[config.mk]
export PLATFORM = sky130hd
export DESIGN_NAME = ibex_lsu_resp_assembler
export DESIGN_NICKNAME = d
export VERILOG_FILES = /design/src/rtl/ibex_lsu_resp_assembler.sv
export SDC_FILE = /design/constraint.sdc
export NUM_CORES = 1
export LEC_CHECK = 0
export CORE_UTILIZATION = 29
export CTS_BUF_LIST = sky130_fd_sc_hd__clkbuf_2
export DETAILED_ROUTE_END_ITERATION = 12
export PLACE_DENSITY = 0.6
export RECOVER_POWER = 100
export SETUP_SLACK_MARGIN = 0.3
export SLEW_MARGIN = 40
export SYNTH_ARGS = -nofsm -noshare
export SYNTH_HDL_FRONTEND = slang
export SYNTH_SLANG_ARGS = --single-unit
[constraint.sdc]
create_clock -name clk_i -period 2.4 [get_ports clk_i]
set_input_delay 0.36 -clock clk_i [delete_from_list [all_inputs] [get_ports clk_i]]
set_output_delay 0.36 -clock clk_i [all_outputs]
set_load 0.02 [all_outputs]
[src/rtl/ibex_lsu_resp_assembler.sv]
// ---------------------------------------------------------------------------
// ibex_lsu_resp_assembler
//
// Purpose:
//   Tracks accepted LSU data bus requests in order and turns the returning
//   response beats into one registered writeback response per request.
//   Word loads and stores complete on a single beat. Capability loads take
//   two beats (lo word first, then hi word) and are assembled into the raw
//   {tag, hi, lo} capability that feeds the downstream decompressor.
//
// Ports:
//   clk_i, rst_i             clock and synchronous active-high reset
//   req_valid_i, req_type_i  request issue (0 word load, 1 cap load,
//                            2 store, 3 reserved and treated as a store)
//   req_ready_o              high while fewer than MaxOutstanding pending
//   data_rvalid_i            one response beat this cycle
//   data_rdata_i/_rtag_i     beat data word and tag bit
//   data_err_i               beat bus error
//   rf_we_lsu_o              load register-file write enable
//   rf_wdata_int_lsu_o       integer load data (lo word for cap loads)
//   rf_wdata_capmem_lsu_o    raw capability {tag, hi, lo}
//   lsu_resp_valid_o/_err_o  one-cycle completion pulse and its error
//   beat_unexpected_o        pulse for a beat with nothing outstanding
//   outstanding_o            current number of outstanding requests
// ---------------------------------------------------------------------------
module ibex_lsu_resp_assembler #(
  parameter int MaxOutstanding = 2,
  parameter int MemCapWidth    = 65
) (
  input  logic                   clk_i,
  input  logic                   rst_i,
  input  logic                   req_valid_i,
  input  logic [1:0]             req_type_i,
  output logic                   req_ready_o,
  input  logic                   data_rvalid_i,
  input  logic [31:0]            data_rdata_i,
  input  logic                   data_rtag_i,
  input  logic                   data_err_i,
  output logic                   rf_we_lsu_o,
  output logic [31:0]            rf_wdata_int_lsu_o,
  output logic [MemCapWidth-1:0] rf_wdata_capmem_lsu_o,
  output logic                   lsu_resp_valid_o,
  output logic                   lsu_resp_err_o,
  output logic                   beat_unexpected_o,
  output logic [2:0]             outstanding_o
);

  localparam int              PtrW     = (MaxOutstanding > 1) ? $clog2(MaxOutstanding) : 1;
  localparam logic [PtrW-1:0] LastPtr  = PtrW'(MaxOutstanding - 1);
  localparam logic [2:0]      MaxCount = 3'(MaxOutstanding);

  localparam logic [1:0] TypeWord  = 2'd0;
  localparam logic [1:0] TypeCap   = 2'd1;
  localparam logic [1:0] TypeStore = 2'd2;

  typedef enum logic {
    StIdle,
    StHi
  } beat_state_e;

  beat_state_e            state_q, state_d;
  logic [2:0]             count_q, count_d;
  logic [PtrW-1:0]        wrPtr_q, wrPtr_d;
  logic [PtrW-1:0]        rdPtr_q, rdPtr_d;
  logic [31:0]            lo_q, lo_d;
  logic                   tag_q, tag_d;
  logic                   err_q, err_d;
  logic                   rfWe_q, rfWe_d;
  logic [31:0]            rfInt_q, rfInt_d;
  logic [MemCapWidth-1:0] rfCap_q, rfCap_d;
  logic                   respValid_q, respValid_d;
  logic                   respErr_q, respErr_d;
  logic                   unexpected_q, unexpected_d;

  logic [1:0]             typeMem_q [MaxOutstanding];
  logic [1:0]             pushType;
  logic [1:0]             headType;
  logic                   accept;
  logic                   beatValid;
  logic                   complete;
  logic                   capErr;

  // Ready comes straight from the registered count, so a completion in the
  // same cycle does not free a slot until the following cycle.
  assign req_ready_o = (count_q < MaxCount);
  assign accept      = req_valid_i & req_ready_o;
  // A beat only belongs to a request that was already outstanding; a request
  // accepted in the same cycle cannot claim it.
  assign beatValid   = data_rvalid_i & (count_q != 3'd0);
  assign pushType    = (req_type_i == 2'd3) ? TypeStore : req_type_i;
  assign headType    = typeMem_q[rdPtr_q];
  assign capErr      = err_q | data_err_i;

  // Type FIFO storage has no reset; the pointers and count define validity.
  always_ff @(posedge clk_i) begin
    if (accept) begin
      typeMem_q[wrPtr_q] <= pushType;
    end
  end

  // Beat state machine and response formation. The lo half of a capability
  // load is parked in lo_q/tag_q/err_q until the hi beat arrives, and an
  // error on the lo beat is carried forward instead of ending the request.
  always_comb begin
    state_d      = state_q;
    lo_d         = lo_q;
    tag_d        = tag_q;
    err_d        = err_q;
    complete     = 1'b0;
    rfWe_d       = 1'b0;
    rfInt_d      = '0;
    rfCap_d      = '0;
    respValid_d  = 1'b0;
    respErr_d    = 1'b0;
    unexpected_d = data_rvalid_i & (count_q == 3'd0);

    if (beatValid) begin
      unique case (state_q)
        StIdle: begin
          if (headType == TypeCap) begin
            lo_d    = data_rdata_i;
            tag_d   = data_rtag_i;
            err_d   = data_err_i;
            state_d = StHi;
          end else begin
            complete    = 1'b1;
            respValid_d = 1'b1;
            respErr_d   = data_err_i;
            if ((headType == TypeWord) && !data_err_i) begin
              rfWe_d  = 1'b1;
              rfInt_d = data_rdata_i;
            end
          end
        end
        StHi: begin
          complete    = 1'b1;
          respValid_d = 1'b1;
          respErr_d   = capErr;
          state_d     = StIdle;
          if (!capErr) begin
            rfWe_d  = 1'b1;
            rfInt_d = lo_q;
            rfCap_d = MemCapWidth'({tag_q & data_rtag_i, data_rdata_i, lo_q});
          end
        end
        default: state_d = StIdle;
      endcase
    end

    wrPtr_d = wrPtr_q;
    if (accept) begin
      wrPtr_d = (wrPtr_q == LastPtr) ? '0 : wrPtr_q + 1'b1;
    end
    rdPtr_d = rdPtr_q;
    if (complete) begin
      rdPtr_d = (rdPtr_q == LastPtr) ? '0 : rdPtr_q + 1'b1;
    end
    count_d = count_q + {2'b00, accept} - {2'b00, complete};
  end

  // State and registered outputs; reset clears everything.
  always_ff @(posedge clk_i) begin
    if (rst_i) begin
      state_q      <= StIdle;
      count_q      <= '0;
      wrPtr_q      <= '0;
      rdPtr_q      <= '0;
      lo_q         <= '0;
      tag_q        <= 1'b0;
      err_q        <= 1'b0;
      rfWe_q       <= 1'b0;
      rfInt_q      <= '0;
      rfCap_q      <= '0;
      respValid_q  <= 1'b0;
      respErr_q    <= 1'b0;
      unexpected_q <= 1'b0;
    end else begin
      state_q      <= state_d;
      count_q      <= count_d;
      wrPtr_q      <= wrPtr_d;
      rdPtr_q      <= rdPtr_d;
      lo_q         <= lo_d;
      tag_q        <= tag_d;
      err_q        <= err_d;
      rfWe_q       <= rfWe_d;
      rfInt_q      <= rfInt_d;
      rfCap_q      <= rfCap_d;
      respValid_q  <= respValid_d;
      respErr_q    <= respErr_d;
      unexpected_q <= unexpected_d;
    end
  end

  assign rf_we_lsu_o           = rfWe_q;
  assign rf_wdata_int_lsu_o    = rfInt_q;
  assign rf_wdata_capmem_lsu_o = rfCap_q;
  assign lsu_resp_valid_o      = respValid_q;
  assign lsu_resp_err_o        = respErr_q;
  assign beat_unexpected_o     = unexpected_q;
  assign outstanding_o         = count_q;

endmodule

==> summary.md <==
| Metric | Value |
|---|---|
| Status | `finished clean` |
| Post-DR wirelength/cell | `14.4 µm` |
| Synth Instances | `462` |
| Clock root buffer | `clkbuf_2` |
| Std cell rows | `47` |
| Compound-Gate Fraction of Synth Area | `15.2%` |
| Diodes inserted | `0` |
| CP dominant cell by count | `ha_4` |
| Post-synthesis cell area | `5060 µm²` |
| Worst Path Arrival | `2.83 ns` |
| I/O pin count | `145` |
| Core Util, Final | `39.3%` |
| Drt total wl | `12000 µm` |
| Net Sw Frac | `31.0%` |
| Hold Fails Final Rpt | `0` |
| Critical path class | `reg2reg` |
| Max-cap violation count | `0` |
| Slowest Stage Delay on Critical Path | `0.44 ns` |
| Xor and xnor area share after synthesis | `0.519%` |
| Placed cells | `797` |
| Largest net degree at the start of global routing | `99` |
| Final min period | `2.23 ns` |
| Final #Nets | `647` |
| Least-Margin Pin Slew | `0.891 ns` |
| Vias/cell | `4.52` |
| Post-synth EDFFs | `4` |
| Multi-input combinational cell area | `1820 µm²` |
| Setup ws final | `0.168 ns` |
| Chip width | `134 µm` |
| Maximum VDD drop | `0.000633 V` |
| H-tree depth | `4` |
| CTS buffer count | `17` |
| R2R depth | `8` |
| First-pass GRT wire length | `18900 µm` |
| DR iter-0 viols | `144` |
| Synthesized flop and latch total | `146` |
| Dominant cell type by area after synthesis | `dfxtp_1` |
| F_max | `448 MHz` |
| FILL cells | `1769` |
| Synth Net Count | `506` |
| Synth Flop Type | `dfxtp_1` |
| Die ar. | `18000 µm²` |
| Routed vias | `3771` |
| YS warnings | `0` |
| Pwr dens | `809 nW/µm²` |
| P_leak | `3.03 nW` |
| Cell Count, Final, Fillers Out | `834` |
| Post-synth ARST share | `0%` |
| Reg2reg start | `typeMem_q[1][0]` |
| Count of different cell masters after synthesis | `38` |
| Sequential Power Share | `50.1%` |
| Dpl hpwl | `7260 µm` |
| CTS tree | `built` |
| Top cell type's share of synthesized area | `56.2%` |
| RePlAce Congestion | `0.692` |
| Endpoint class of the critical path | `register` |
| Unrepaired setup endpoints after global routing | `true` |
| Iteration count of the initial detailed-routing pass | `6` |
| Hold Startpoint | `data_rtag_i` |
| Share of layout cells above drive strength 1 | `14.2%` |
| Core box area | `16800 µm²` |
| CP max stage cell | `edfxtp_1` |
| IO Port Bufs | `144` |
| Flop2flop setup slack | `0.17 ns` |
| Chip Height | `134 µm` |
| Seq/Total Area, Yosys | `58.6%` |
| Combinational share of power | `21.6%` |
| WP data required | `3.00 ns` |
| Routed Antenna Nets | `0` |
| GRT Residual Overflow | `0` |
| Clk_skew | `0.0385 ns` |
| Syn-to-layout area delta | `30.6%` |
| CP delay by family, top | `simple AND/OR/NAND/NOR gates` |
| Sink Count | `146` |
| Starting Density | `30.1%` |
| Synth area leaders | `dfxtp_1 (56%), and3_1 (8.2%), o21ai_2 (5.0%)` |
| Largest family of logic cells by synthesized area | `simple AND/OR/NAND/NOR gates` |
| Psw | `1.66 mW` |
| Vias in the first global route | `3719` |
| Worst flop-to-flop path endpoint | `outstanding_o[1]` |
| Final setup viols | `0` |
| CP cell instances | `and4bb_1 -> or3_4 -> inv_4 -> ha_4 -> inv_2 -> ha_4 -> fa_2 -> nor2b_1` |
| DR DRC count | `0` |
| CP Buf/Inv Count | `2` |
| Pre-CTS WS | `-0.199 ns` |
| Initial antenna violation count | `0` |
| CP Launch Type | `register` |
| Synth Area per Inst | `11.0 µm²` |
| Clock power frac | `28.4%` |
| Post-synthesis simple-gate area fraction | `20.1%` |
| Worst skew pair latency | `0.71 ns` |
| Max-slew violation count | `0` |
| Tcrit/Tclk final | `93.0%` |
| CTS clk-pin slew, worst paths | `0.21 ns` |
| Hold depth | `3` |
| Slew headroom | `40.6%` |
| Post-synthesis mux area share | `0%` |
| Final setup TNS | `0 ns` |
| Synth Area in Adders | `1.14%` |
| Reg area | `2970 µm²` |
| Int Pwr | `3.68 mW` |
| Clk buf depth | `2` |
| Hold Crit Class | `in2reg` |
| Hold EP | `tag_q` |
| GRT Util Overall | `13.5%` |
| Crit. Startpoint | `typeMem_q[1][0]` |
| Critical Path Fanout Max | `3` |
[cell families after synthesis]
kind of cell	count (synthesis)
xor gates and xnor gates	3
and+or+nand+nor	160
DFF	146
adders and majority gates	4
buffers and inverters	44
AOI/OAI and AO/OA	105
[final cells by class]
class                           count  area share (%)
Clock inverter                     12            2.50
Timing Repair Buffer              160            19.1
Clock buffer                       18            1.36
Sequential cell                   146            44.9
Tap cell                          220            4.17
Multi-Input combinational cell    273            27.6
Inverter                            5           0.322
[worst reg2reg max path, stage by stage (launching register included)]
cell,delay (ns)
edfxtp_1,0.44
and4bb_1,0.31
or3_4,0.37
inv_4,0.08
ha_4,0.20
inv_2,0.06
ha_4,0.12
fa_2,0.42
nor2b_1,0.13
[placed cells by master (no fill, tap or decap), drive strengths merged]
master | synthesis | routed
nor4 | 1 | 1
clkbuf | 30 | 60
o21a | 1 | 1
edfxtp | 4 | 4
inv | 5 | 6
dfxtp | 142 | 142
nand2 | 2 | 2
xnor2 | 1 | 1
and3 | 66 | 66
dlygate4sd3 | 0 | 8
a31o | 32 | 32
nor2 | 9 | 10
or3 | 1 | 1
and2b | 1 | 1
nor4b | 1 | 1
bufinv | 0 | 4
o21ai | 68 | 68
dlygate4sd2 | 0 | 61
o31ai | 1 | 1
clkinv | 0 | 5
or2 | 1 | 1
and4bb | 1 | 1
nand2b | 35 | 35
clkdlybuf4s50 | 0 | 37
clkinvlp | 0 | 2
nor2b | 37 | 37
a21oi | 3 | 3
and2 | 1 | 1
fa | 1 | 1
xor2 | 2 | 2
ha | 3 | 3
buf | 9 | 12
nor3 | 4 | 4
[power groups by stage]
stage / combinational (mW) / clock [mW] / sequential (mW)
2_1_floorplan: 0.667 / 0 / 2.77
3_3_place_gp: 1.13 / 0 / 2.73
3_5_place_dp: 1.16 / 0 / 2.73
4_1_cts: 1.18 / 1.58 / 2.69
5_1_grt: 1.28 / 1.67 / 2.69
6_report: 1.15 / 1.52 / 2.67
[sequential cells by signal (all words and copies together), names as in the netlist, named ones only]
register	flops
rdPtr_q	1
state_q	1
outstanding_o	3
lo_q	32
typeMem_q	4
wrPtr_q	1
rf_wdata_int_lsu_o	32
beat_unexpected_o	1
lsu_resp_err_o	1
tag_q	1
rf_wdata_capmem_lsu_o	65
err_q	1
rf_we_lsu_o	1
lsu_resp_valid_o	1
[per-layer routing]
layer	wire, µm	track usage [%]
met4	153	5.43
met5	0	0
met1	5380	16.4
met3	807	4.84
met2	5670	21.8
[worst max path at each step]
stage / to / slack (ns) / depth (start not counted)
2_1_floorplan: outstanding_o[2] / 0.29 / 9
3_3_place_gp: outstanding_o[1] / -0.12 / 9
3_5_place_dp: outstanding_o[1] / -0.20 / 9
4_1_cts: req_ready_o / 0.16 / 3
5_1_grt: outstanding_o[1] / 0.07 / 8
6_report: outstanding_o[1] / 0.17 / 8
[synth_stat cells, types with 2 or more instances]
master / number
and3_1: 66
nand2_1: 2
inv_1: 4
xor2_1: 2
clkbuf_1: 29
a21oi_1: 2
dfxtp_1: 142
a31o_2: 24
nor2_1: 8
nand2b_1: 35
edfxtp_1: 4
o21ai_0: 39
buf_2: 4
buf_12: 3
ha_1: 3
a31o_1: 8
nor2b_1: 37
nor3_1: 2
o21ai_2: 29
[per-stage QoR]
step	total power, mW	hold slack (ns)	area, µm²
floorplan	3.44	0.444	5070
global placement	3.86	0.461	6700
detailed placement	3.89	0.466	6700
CTS	5.45	0.133	6940
global route	5.64	0.157	6610
finish	5.34	0.252	6610
[what timing repair did]
action | in CTS | in global routing
gates cloned | 0 | 1
setup endpoints to repair | 86 | 75
resized for setup | 69 | 44
pin swaps | 4 | 6
hold buffers | 1 | 0
hold endpoints to repair | 1 | 0
setup buffers | 2 | 3
(Power assumes the default switching activity.)
